==> src/rtl/ram_dma_pkg.sv <==
// Shared types and constants for the RAM copy/fill DMA engine.
package ram_dma_pkg;

    localparam int unsigned RAM_ADDR_W = 15;
    localparam int unsigned RAM_DATA_W = 8;
    localparam int unsigned RAM_BYTES  = 32768;
    localparam int unsigned LEN_W      = 16;

    localparam logic MODE_COPY = 1'b0;
    localparam logic MODE_FILL = 1'b1;

    typedef enum logic [1:0] {
        IDLE  = 2'd0,
        READ  = 2'd1,
        WRITE = 2'd2,
        FILL  = 2'd3
    } state_t;

    // One RAM write beat: address plus data byte.
    typedef struct packed {
        logic [RAM_ADDR_W-1:0] addr;
        logic [RAM_DATA_W-1:0] data;
    } ram_wr_t;

    // A request longer than the RAM is clipped to one full pass of the address space.
    function automatic logic [LEN_W-1:0] eff_len(input logic [LEN_W-1:0] len);
        return (len > LEN_W'(RAM_BYTES)) ? LEN_W'(RAM_BYTES) : len;
    endfunction

endpackage

==> src/rtl/ram_dma_engine_if.sv <==
// Control and RAM host-port signals of the DMA engine, bundled with engine/peer modports.
interface ram_dma_engine_if;
    import ram_dma_pkg::*;

    logic                  start;
    logic                  mode;
    logic [RAM_ADDR_W-1:0] src_addr;
    logic [RAM_ADDR_W-1:0] dst_addr;
    logic [LEN_W-1:0]      length;
    logic [RAM_DATA_W-1:0] fill_value;
    logic                  busy;
    logic                  done;
    logic [RAM_ADDR_W-1:0] ram_addr;
    logic                  ram_write_enable;
    logic [RAM_DATA_W-1:0] ram_data_in;
    logic [RAM_DATA_W-1:0] ram_data_out;

    modport master (
        input  start, mode, src_addr, dst_addr, length, fill_value, ram_data_out,
        output busy, done, ram_addr, ram_write_enable, ram_data_in
    );

    modport slave (
        output start, mode, src_addr, dst_addr, length, fill_value, ram_data_out,
        input  busy, done, ram_addr, ram_write_enable, ram_data_in
    );

endinterface

==> src/rtl/ram_dma_engine.sv <==
// Byte-wide copy/fill engine driving the host port of the 32 KB single-port RAM.
module ram_dma_engine
    import ram_dma_pkg::*;
(
    input  logic             clk,
    input  logic             reset,
    ram_dma_engine_if.master bus
);

    state_t                state, state_next;
    logic [RAM_ADDR_W-1:0] src_ptr;
    logic [RAM_ADDR_W-1:0] dst_ptr;
    logic [LEN_W-1:0]      remaining;
    logic [RAM_DATA_W-1:0] fill_byte;
    logic                  done_q;
    logic [LEN_W-1:0]      len_eff_c;
    logic                  last_c;

    assign len_eff_c = eff_len(bus.length);
    assign last_c    = (remaining == LEN_W'(1));

    // State register
    always_ff @(posedge clk or posedge reset) begin
        if (reset) begin
            state <= IDLE;
        end else begin
            state <= state_next;
        end
    end

    // Next-state logic
    always_comb begin
        state_next = state;
        case (state)
            IDLE: begin
                if (bus.start && (len_eff_c != '0)) begin
                    state_next = (bus.mode == MODE_FILL) ? FILL : READ;
                end
            end
            READ:    state_next = WRITE;
            WRITE:   state_next = last_c ? IDLE : READ;
            FILL:    state_next = last_c ? IDLE : FILL;
            default: state_next = IDLE;
        endcase
    end

    // RAM port decode from state flops; write data in WRITE is the byte read on the previous edge
    always_comb begin
        bus.ram_addr         = '0;
        bus.ram_write_enable = 1'b0;
        bus.ram_data_in      = '0;
        case (state)
            READ: begin
                bus.ram_addr = src_ptr;
            end
            WRITE: begin
                bus.ram_addr         = dst_ptr;
                bus.ram_write_enable = 1'b1;
                bus.ram_data_in      = bus.ram_data_out;
            end
            FILL: begin
                bus.ram_addr         = dst_ptr;
                bus.ram_write_enable = 1'b1;
                bus.ram_data_in      = fill_byte;
            end
            default: ;
        endcase
        bus.busy = (state != IDLE);
        bus.done = done_q;
    end

    // Operand latch, pointers, down-counter and completion pulse
    always_ff @(posedge clk or posedge reset) begin
        if (reset) begin
            src_ptr   <= '0;
            dst_ptr   <= '0;
            remaining <= '0;
            fill_byte <= '0;
            done_q    <= 1'b0;
        end else begin
            done_q <= 1'b0;
            case (state)
                IDLE: begin
                    if (bus.start) begin
                        src_ptr   <= bus.src_addr;
                        dst_ptr   <= bus.dst_addr;
                        remaining <= len_eff_c;
                        fill_byte <= bus.fill_value;
                        done_q    <= (len_eff_c == '0);
                    end
                end
                READ: begin
                    src_ptr <= src_ptr + RAM_ADDR_W'(1);
                end
                WRITE, FILL: begin
                    dst_ptr   <= dst_ptr + RAM_ADDR_W'(1);
                    remaining <= remaining - LEN_W'(1);
                    done_q    <= last_c;
                end
                default: ;
            endcase
        end
    end

endmodule

==> src/flat_wrapper.sv <==
// flat-port wrapper written by rule: the top's interface ports become plain ports
module ram_dma_engine_flat import ram_dma_pkg::*;
  (clk, reset, bus_start, bus_mode, bus_src_addr, bus_dst_addr, bus_length, bus_fill_value, bus_ram_data_out, bus_busy, bus_done, bus_ram_addr, bus_ram_write_enable, bus_ram_data_in);
  ram_dma_engine_if bus_i ();
  input  logic clk;
  input  logic reset;
  input wire logic [$bits(bus_i.start)-1:0] bus_start;
  input wire logic [$bits(bus_i.mode)-1:0] bus_mode;
  input wire logic [$bits(bus_i.src_addr)-1:0] bus_src_addr;
  input wire logic [$bits(bus_i.dst_addr)-1:0] bus_dst_addr;
  input wire logic [$bits(bus_i.length)-1:0] bus_length;
  input wire logic [$bits(bus_i.fill_value)-1:0] bus_fill_value;
  input wire logic [$bits(bus_i.ram_data_out)-1:0] bus_ram_data_out;
  output wire logic [$bits(bus_i.busy)-1:0] bus_busy;
  output wire logic [$bits(bus_i.done)-1:0] bus_done;
  output wire logic [$bits(bus_i.ram_addr)-1:0] bus_ram_addr;
  output wire logic [$bits(bus_i.ram_write_enable)-1:0] bus_ram_write_enable;
  output wire logic [$bits(bus_i.ram_data_in)-1:0] bus_ram_data_in;
  assign bus_i.start = bus_start;
  assign bus_i.mode = bus_mode;
  assign bus_i.src_addr = bus_src_addr;
  assign bus_i.dst_addr = bus_dst_addr;
  assign bus_i.length = bus_length;
  assign bus_i.fill_value = bus_fill_value;
  assign bus_i.ram_data_out = bus_ram_data_out;
  assign bus_busy = bus_i.busy;
  assign bus_done = bus_i.done;
  assign bus_ram_addr = bus_i.ram_addr;
  assign bus_ram_write_enable = bus_i.ram_write_enable;
  assign bus_ram_data_in = bus_i.ram_data_in;
  ram_dma_engine u_core (.clk(clk), .reset(reset), .bus(bus_i));
endmodule
==> config.mk <==
export PLATFORM = sky130hd
export DESIGN_NAME = ram_dma_engine_flat
export DESIGN_NICKNAME = d
export VERILOG_FILES = /design/src/rtl/ram_dma_pkg.sv /design/src/rtl/ram_dma_engine_if.sv /design/src/rtl/ram_dma_engine.sv /design/src/flat_wrapper.sv
export SDC_FILE = /design/constraint.sdc
export NUM_CORES = 1
export LEC_CHECK = 0
export ABC_AREA = 1
export BUFFER_PORTS_ARGS = -buffer_cell sky130_fd_sc_hd__buf_2
export CORE_ASPECT_RATIO = 0.6
export CORE_MARGIN = 4
export CORE_UTILIZATION = 40
export CTS_BUF_LIST = sky130_fd_sc_hd__clkbuf_8
export DETAILED_ROUTE_END_ITERATION = 8
export PLACE_DENSITY = 0.6
export SLEW_MARGIN = 20
export SYNTH_ARGS = -nofsm -noshare
export SYNTH_HDL_FRONTEND = slang
export SYNTH_SLANG_ARGS = --single-unit
==> constraint.sdc <==
create_clock -name clk -period 2.2 [get_ports clk]
set_clock_uncertainty 0.1 [all_clocks]
set_input_delay 0.11 -clock clk [delete_from_list [all_inputs] [get_ports clk]]
set_output_delay 0.11 -clock clk [all_outputs]
set_load 0.02 [all_outputs]
[After elaboration in Yosys (flattened, before gate mapping)]
Cells that the tools add are included.
Operators by class
  add/sub/neg operators: 3
  $mul: 0
  div/mod/pow operators: 0
  $lt $le $gt $ge: 1
  equality and inequality tests: 6
  shifts and indexed selects: 0
  multiplexer cells: 17
  bitwise operators: 0
  reductions and logical operators: 11
Operator list (number)
  $pmux 15 s2: 3
  $mux 16: 2
  $pmux 16 s2: 1
  $add 15x1->15 const B: 2
  $mux 15: 2
  $eq 16x1->1 const B: 1
  $gt 16x16->1 const B: 1
  $logic_not 16->1: 1
  $pmux 8 s2: 1
  $reduce_bool 16->1: 1
  $sub 16x1->16 const B: 1
  $pmux 2 s4: 1
  $mux 2: 3
  $reduce_and 2->1: 3
  $reduce_bool 2->1: 3
  $eq 2x2->1 const B: 2
  $mux 1: 3
  $eq 2x1->1 const B: 1
  $logic_not 2->1: 1
  $ne 2x1->1 const B: 1
  $ne 2x2->1 const B: 1
  $pmux 1 s2: 1
  $reduce_or 2->1: 1
  $logic_and 1x1->1: 1
Word-level totals
  register bits after elaboration: 57
  bits in latches: 0
  bits in writable memories: 0
  memory bits (read-only): 0
  output and inout port bits: 26
  word-level logic and storage cells: 44
  memories kept: 0

[Longest topological paths before layout]
Gate-level depths: netlist of run 1.
  depth after elaboration: 6
  gate-level depth with buffers: 10

[Least setup slack after synthesis of run 1]
No wires, ideal clock.
  path type: register to register
  start point: register u_core.remaining[0]
  end point: register u_core.remaining[12]
  setup time: 0.123 ns
  data arrival time: 1.438 ns
  slack: 0.539 ns
  stages on the path, launching flop included: 10
  path buffers: 0
  period minus slack after synthesis: 1.661 ns
  cells stage by stage: dfrtp_1 -> inv_1 -> ha_1 -> nand2_1 -> nor2_1 -> nand3_1 -> nor2_1 -> nor2_1 -> o21ai_0 -> nand2_1
On the way
  longest elaborated chain between the ends: 2
Ends and longest elaborated chain
  start: declaration: line ram_dma_engine.sv:13  | logic [LEN_W-1:0] remaining;
  start signal: assignment: line ram_dma_engine.sv:87  | remaining <= len_eff_c;
  start signal: assignment: line ram_dma_engine.sv:97  | remaining <= remaining - LEN_W'(1);
  $sub 16x1->16: line ram_dma_engine.sv:97
  $pmux 16 s2: line ram_dma_engine.sv:82  | case (state)
No other way between the ends.
A chain may end at the register's enable or synchronous reset.

[Worst setup path after layout of run 1]
Same ends and word-level chain as after synthesis.

==> results of run 1 <==
[synthesized netlist by cell type]
library cell,number
xnor2_1,1
inv_4,2
clkbuf_1,6
o21ai_1,7
o22ai_1,12
nor2_8,2
o221ai_1,1
mux2i_1,1
xor2_1,5
o21ai_0,47
o311ai_0,2
a31oi_1,7
dfrtp_1,57
nor2_4,1
nand2_4,1
o21a_1,1
buf_6,5
inv_2,2
or2_2,2
nand2_1,167
nor3_1,9
buf_2,6
a22oi_1,7
buf_4,4
o31ai_1,1
a21oi_1,13
nor3_2,1
nand3b_1,2
nand3_1,55
nor2_1,75
o211ai_1,6
ha_1,4
inv_1,71
nand4_1,11
buf_1,3
o21bai_1,2
[registers in the layout, summed over array words and instances, names as in the netlist]
signal and flops:
u_core.bus.done 1, u_core.dst_ptr 15, u_core.fill_byte 8, u_core.remaining 16
u_core.src_ptr 15, u_core.state 2
[power breakdown]
group / leakage (nW) / internal (mW) / total, mW / switching [mW]
combinational: 1.88 / 0.101 / 0.186 / 0.0851
clock: 0.110 / 0.538 / 0.965 / 0.427
sequential: 0.625 / 1.05 / 1.05 / 0
[routing by layer]
layer | vias up | routed length, um
met1 | 2051 | 6570
met4 | 0 | 152
met3 | 14 | 1160
li1 | 2211 | -
met2 | 200 | 4940
met5 | - | 0
[repair_timing]
action | 4_1_cts | 5_1_grt
endpoints found under the hold margin | 92 | 0
hold buffers | 36 | 0
setup endpoints to repair | 0 | 9
resized for setup | 0 | 1
setup buffers | 0 | 1
[critical path, cell delays in order (launching register included)]
cell     delay (ns)
dfrtp_1        0.42
inv_1          0.12
ha_1           0.25
nand2_1        0.11
nor2_1         0.25
nand3_1        0.19
nor2_1         0.12
nor2_1         0.05
o21ai_0        0.16
nand2_1        0.07
[cell type report]
cell class / instances / area [um^2] / area share, %
clock buffers: 10 / 138 / 2.70
clock inverters: 6 / 51.3 / 1.01
inverters: 75 / 287 / 5.63
multi-input cells: 443 / 2120 / 41.6
flip-flops and latches: 57 / 1430 / 28.1
well taps: 130 / 163 / 3.20
repair buffers: 137 / 903 / 17.8
[kinds of logic after synthesis]
family	count (synthesis)
adders and majority gates	4
DFF	57
AOI/OAI and AO/OA	106
and+or+nand+nor	326
xor gates and xnor gates	6
muxes	1
buffers and inverters	99
[path summary, 6_finish.rpt]
check | startpoint | end | slack [ns]
min | bus_src_addr[7] | u_core.src_ptr[7] | 0.03
max reg2reg | u_core.remaining[0] | u_core.remaining[12] | 0.25
min in group asynchronous | reset | u_core.src_ptr[9] | 0.26
min reg2reg | u_core.fill_byte[6] | u_core.fill_byte[6] | 0.39
max in group asynchronous | reset | u_core.src_ptr[13] | 1.46
max | u_core.remaining[0] | u_core.remaining[12] | 0.25
==> flow_metrics.py, run 1 <==
metrics = {
    "run_status": {
        "status": "finished clean",
    },
    "place": {
        "hpwl_mm": 9.38,
        "placed_area_mm2": 0.00453,
        "port_buffers": 91,
        "place_inst": 805,
        "dp_slack_ns": 0.310,
        "gp_congestion": 0.954,
    },
    "finish": {
        "layout_common_cells": "nand2_1, buf_2, nor2_1",
        "final_cell_area_mm2": 0.00509,
        "layout_commonest_cell": "nand2_1",
        "antenna_cells_inserted": 0,
        "drive_gt1_share_pct": 17.6,
        "fin_nets": 793,
        "final_util_pct": 54.0,
        "fillCellCount": 940,
        "layoutNonFillerInstCount": 858,
        "area_delta_synth_final_pct": 27.8,
    },
    "route": {
        "dr.pass1.iters": 5,
        "vias_per_cell": 5.22,
        "drcViolationCount": 0,
        "drt_iter0_drc": 466,
        "detail-route-antenna-nets": 0,
        "routed_wl_mm": 12.8,
        "vias": 4476,
        "wl_per_cell_um": 15.0,
    },
    "cts": {
        "clk_latency_ns": 0.34,
        "cts_buffer_depth": 2,
        "cts.clk_slew.worst_paths_ns": 0.07,
        "cts_tree": "built",
        "cts.sinks": 57,
        "cts_max_level": 3,
        "cts-root-buf": "clkbuf_8",
        "numCtsBuffers": 9,
    },
    "global_route": {
        "grt.met2_usage_pct": 30.3,
        "grt.busiest_layer": "met1",
        "grtUsageMet1_pct": 35.3,
        "grt_usage_pct": 22.6,
        "use_met3_pct": 6.75,
        "antenna_found_initial": 0,
        "grt_max_degree": 58,
        "grt_pass1_vias": 4136,
        "grt_pass1_wl_mm": 20.9,
        "overflow": 0,
    },
    "die": {
        "fp.dieArea_mm2": 0.0117,
        "core_mm2": 0.00943,
        "io-pin-count": 92,
        "start_util_pct": 42.2,
        "die_w_um": 137,
        "die_h_um": 85.3,
        "rows": 27,
    },
    "power": {
        "p_total_mw": 2.20,
        "cellLeakagePower_nw": 2.62,
        "ir_drop_v": 0.000250,
        "power.density_mw_per_mm2": 432,
    },
    "yosys": {
        "ys_seq_area_share_pct": 35.8,
        "synth_top_area_share_pct": 35.8,
        "synth.area.mux_share_pct": 0.251,
        "syn_area_per_cell_um2": 6.65,
        "yosysUniqueCellTypes": 36,
        "synth_nets": 669,
        "synth_compound_area_share_pct": 15.3,
        "yosys-top-cells-area": "dfrtp_1, nand2_1, nor2_1, nand3_1, inv_1",
        "yosys.area_share.adder_pct": 1.26,
        "ys_ff_latch": 57,
        "syn_area_mm2": 0.00398,
        "synth_warnings": 0,
        "synth_cells": 599,
        "synth_xor_area_share_pct": 1.32,
        "synth_top_family_by_area": "simple AND/OR/NAND/NOR gates",
        "yosysTopAreaCell": "dfrtp_1",
        "yosys.area_share.simple_pct": 35.1,
    },
    "sta": {
        "drv_slew": 0,
        "worstMarginPinSlew_ns": 0.494,
        "tns_ns": 0,
        "rsz0062_at_grt": "no",
        "holdWs_ns": 0.0300,
        "setup_violations": 0,
        "period_needed_ns": 1.95,
        "relSlewSlack_pct": 66.8,
        "hold_violations": 0,
        "layout_setup_ws_ns": 0.246,
        "max_freq_mhz": 512,
        "period_share_pct": 88.8,
    },
    "worst_hold_path": {
        "whs_path_depth": 3,
        "hold_path.class": "input pin to flop",
    },
    "setup_path": {
        "cp-end-kind": "flop",
        "arrival_ns": 2.08,
        "critPathLaunchType": "flop",
        "cp.required_ns": 2.33,
        "critPathMaxFanout": 5,
        "r2r_cells": 9,
        "worst-setup-path-type": "flop to flop",
    },
    "run": {
        "max_cap_violations": 0,
    },
}
Note: power is estimated with default switching activity, not from simulation.
==> inputs of run 2 (changes only) <==
--- a/config.mk
+++ b/config.mk
@@ -13,6 +13,7 @@
 export CTS_BUF_LIST = sky130_fd_sc_hd__clkbuf_8
 export DETAILED_ROUTE_END_ITERATION = 8
 export PLACE_DENSITY = 0.6
+export RECOVER_POWER = 100
 export SLEW_MARGIN = 20
 export SYNTH_ARGS = -nofsm -noshare
 export SYNTH_HDL_FRONTEND = slang
==> run 2 against run 1 <==
Wire length is 0.29% higher; first-iteration DRC count is 1.5% lower; non-clock buffer count is the same; flip-flop and latch count unchanged; die area unchanged; maximum frequency is 2.2% lower; register-to-register slack barely moved; hold slack worse by 0.0066 ns; via count shrank 0.34%; final area down 1.4%; largest cell class unchanged.
==> flow_metrics.py, run 2 (same netlist as run 1, synthesis figures left out) <==
metrics = {
    "place": {
        "port_buffers": 91,
        "hpwl_mm": 9.38,
        "dp_slack_ns": 0.310,
        "gp_congestion": 0.954,
    },
    "sta": {
        "hold_violations": 0,
        "setup_violations": 0,
        "worstMarginPinSlew_ns": 1.34,
        "rsz0062_at_grt": "no",
        "holdWs_ns": 0.0234,
        "tns_ns": 0,
        "relSlewSlack_pct": 10.6,
        "period_share_pct": 90.8,
        "layout_setup_ws_ns": 0.201,
        "max_freq_mhz": 500,
        "period_needed_ns": 2.00,
        "drv_slew": 0,
    },
    "finish": {
        "layout_commonest_cell": "nand2_1",
        "final_util_pct": 53.2,
        "area_delta_synth_final_pct": 26.1,
        "antenna_cells_inserted": 0,
        "multi_input_area_mm2": 0.00210,
        "largest_reg_flops": 16,
        "reg_top3": "u_core.remaining: 16 flops, u_core.dst_ptr: 15 flops, u_core.src_ptr: 15 flops",
        "layout_common_cells": "nand2_1, nor2_1, inv_1",
        "drive_gt1_share_pct": 14.1,
        "register_area_mm2": 0.00143,
        "fillCellCount": 954,
        "fin_nets": 793,
        "largest_register": "u_core.remaining",
    },
    "route": {
        "dr.pass1.iters": 5,
        "vias": 4461,
        "wl_per_cell_um": 15.0,
        "detail-route-antenna-nets": 0,
        "vias_per_cell": 5.20,
        "routed_wl_mm": 12.9,
        "drt_iter0_drc": 459,
        "drcViolationCount": 0,
    },
    "global_route": {
        "overflow": 0,
        "grt_pass1_wl_mm": 20.9,
        "grt_usage_pct": 22.6,
        "grt_max_degree": 58,
        "grt_pass1_vias": 4136,
        "antenna_found_initial": 0,
    },
    "cts": {
        "cts_buffer_depth": 2,
        "cts_tree": "built",
        "cts_max_level": 3,
        "cts.clk_slew.worst_paths_ns": 0.07,
        "clk_latency_ns": 0.34,
        "cts.sinks": 57,
        "numCtsBuffers": 9,
        "cts-root-buf": "clkbuf_8",
    },
    "die": {
        "die_w_um": 137,
        "core_mm2": 0.00943,
        "io-pin-count": 92,
        "rows": 27,
        "die_h_um": 85.3,
        "start_util_pct": 42.2,
        "fp.dieArea_mm2": 0.0117,
    },
    "setup_path": {
        "critPathMaxFanout": 38,
        "worst-setup-path-type": "flop to output pin",
        "reg2reg_slack_ns": 0.24,
        "cp.required_ns": 1.99,
        "arrival_ns": 1.79,
        "timing.rr.end": "u_core.remaining[12]",
        "r2r_cells": 9,
        "critPathLaunch": "u_core.state[1]",
        "critPathLaunchType": "flop",
        "reg2reg_from": "u_core.remaining[0]",
        "cp-end-kind": "output pin",
    },
    "run_status": {
        "status": "finished clean",
    },
    "worst_hold_path": {
        "hold_path.class": "input pin to flop",
        "whs_endpoint": "u_core.src_ptr[8]",
        "hold_path.startpoint": "bus_src_addr[8]",
        "whs_path_depth": 3,
    },
    "run": {
        "max_cap_violations": 0,
    },
    "power": {
        "cellLeakagePower_nw": 2.55,
        "ir_drop_v": 0.000251,
        "power.density_mw_per_mm2": 437,
    },
}
## run 2: cell count changes in the layout (fill, tap and decap cells not counted), moves of 2 or more
cell / previous run / this run
buf_2: 91 / 70
clkbuf_1: 0 / 21
clkbuf_2: 0 / 5
buf_4: 9 / 5
o21ai_0: 47 / 50
o21ai_1: 7 / 4
dfrtp_1: 55 / 57
dfrtp_2: 2 / 0
## run 2: worst max path at each step
stage / endpoint / slack, ns
CTS: bus_ram_addr[1] / 0.07
floorplan: u_core.remaining[12] / 0.54
global route: u_core.src_ptr[4] / 0.07
detailed placement: u_core.remaining[12] / 0.31
finish: bus_ram_addr[9] / 0.20
global placement: u_core.remaining[12] / 0.34
## run 2: final cells by class
type	instances	area share, %
clock inverter	6	1.02
sequential	57	28.4
clock buffer	10	2.74
multi-input combinational	443	41.9
inverter	75	5.71
timing repair buffer	137	17.0
tap	130	3.24
## run 2: timing repair
action / CTS / global route
buffers inserted: 0 / 1
hold buffers: 36 / 0
endpoints found under the setup margin: 0 / 9
endpoints found under the hold margin: 92 / 0
gates resized for setup: 0 / 1
## run 2: metrics by stage
step	instances	power, mW	instance area (um^2)
floorplan	599	1.11	3980
global placement	805	1.20	4530
detailed placement	805	1.20	4530
CTS	857	2.22	5080
global route	858	2.29	5020
finish	858	2.20	5020
## run 2: where the power goes
group / internal (mW) / switching (mW)
Combinational: 0.0954 / 0.0848
Clock: 0.538 / 0.429
Sequential: 1.05 / 0
Total: 1.68 / 0.514
## run 2: layer usage
layer  vias up  GRT usage (%)  share of wire, %
li1       2204              -                 -
met1      2063           35.3                52
met2       178           30.3                38
met3        16           6.75               8.7
met4         0           4.17               1.1
met5         -              0                 0
## run 2: critical path, cell delays in order, from the launching register on
cell	delay (ns)
dfrtp_1	0.45
buf_4	0.43
nand2_1	0.20
o21ai_1	0.12
clkbuf_1	0.24
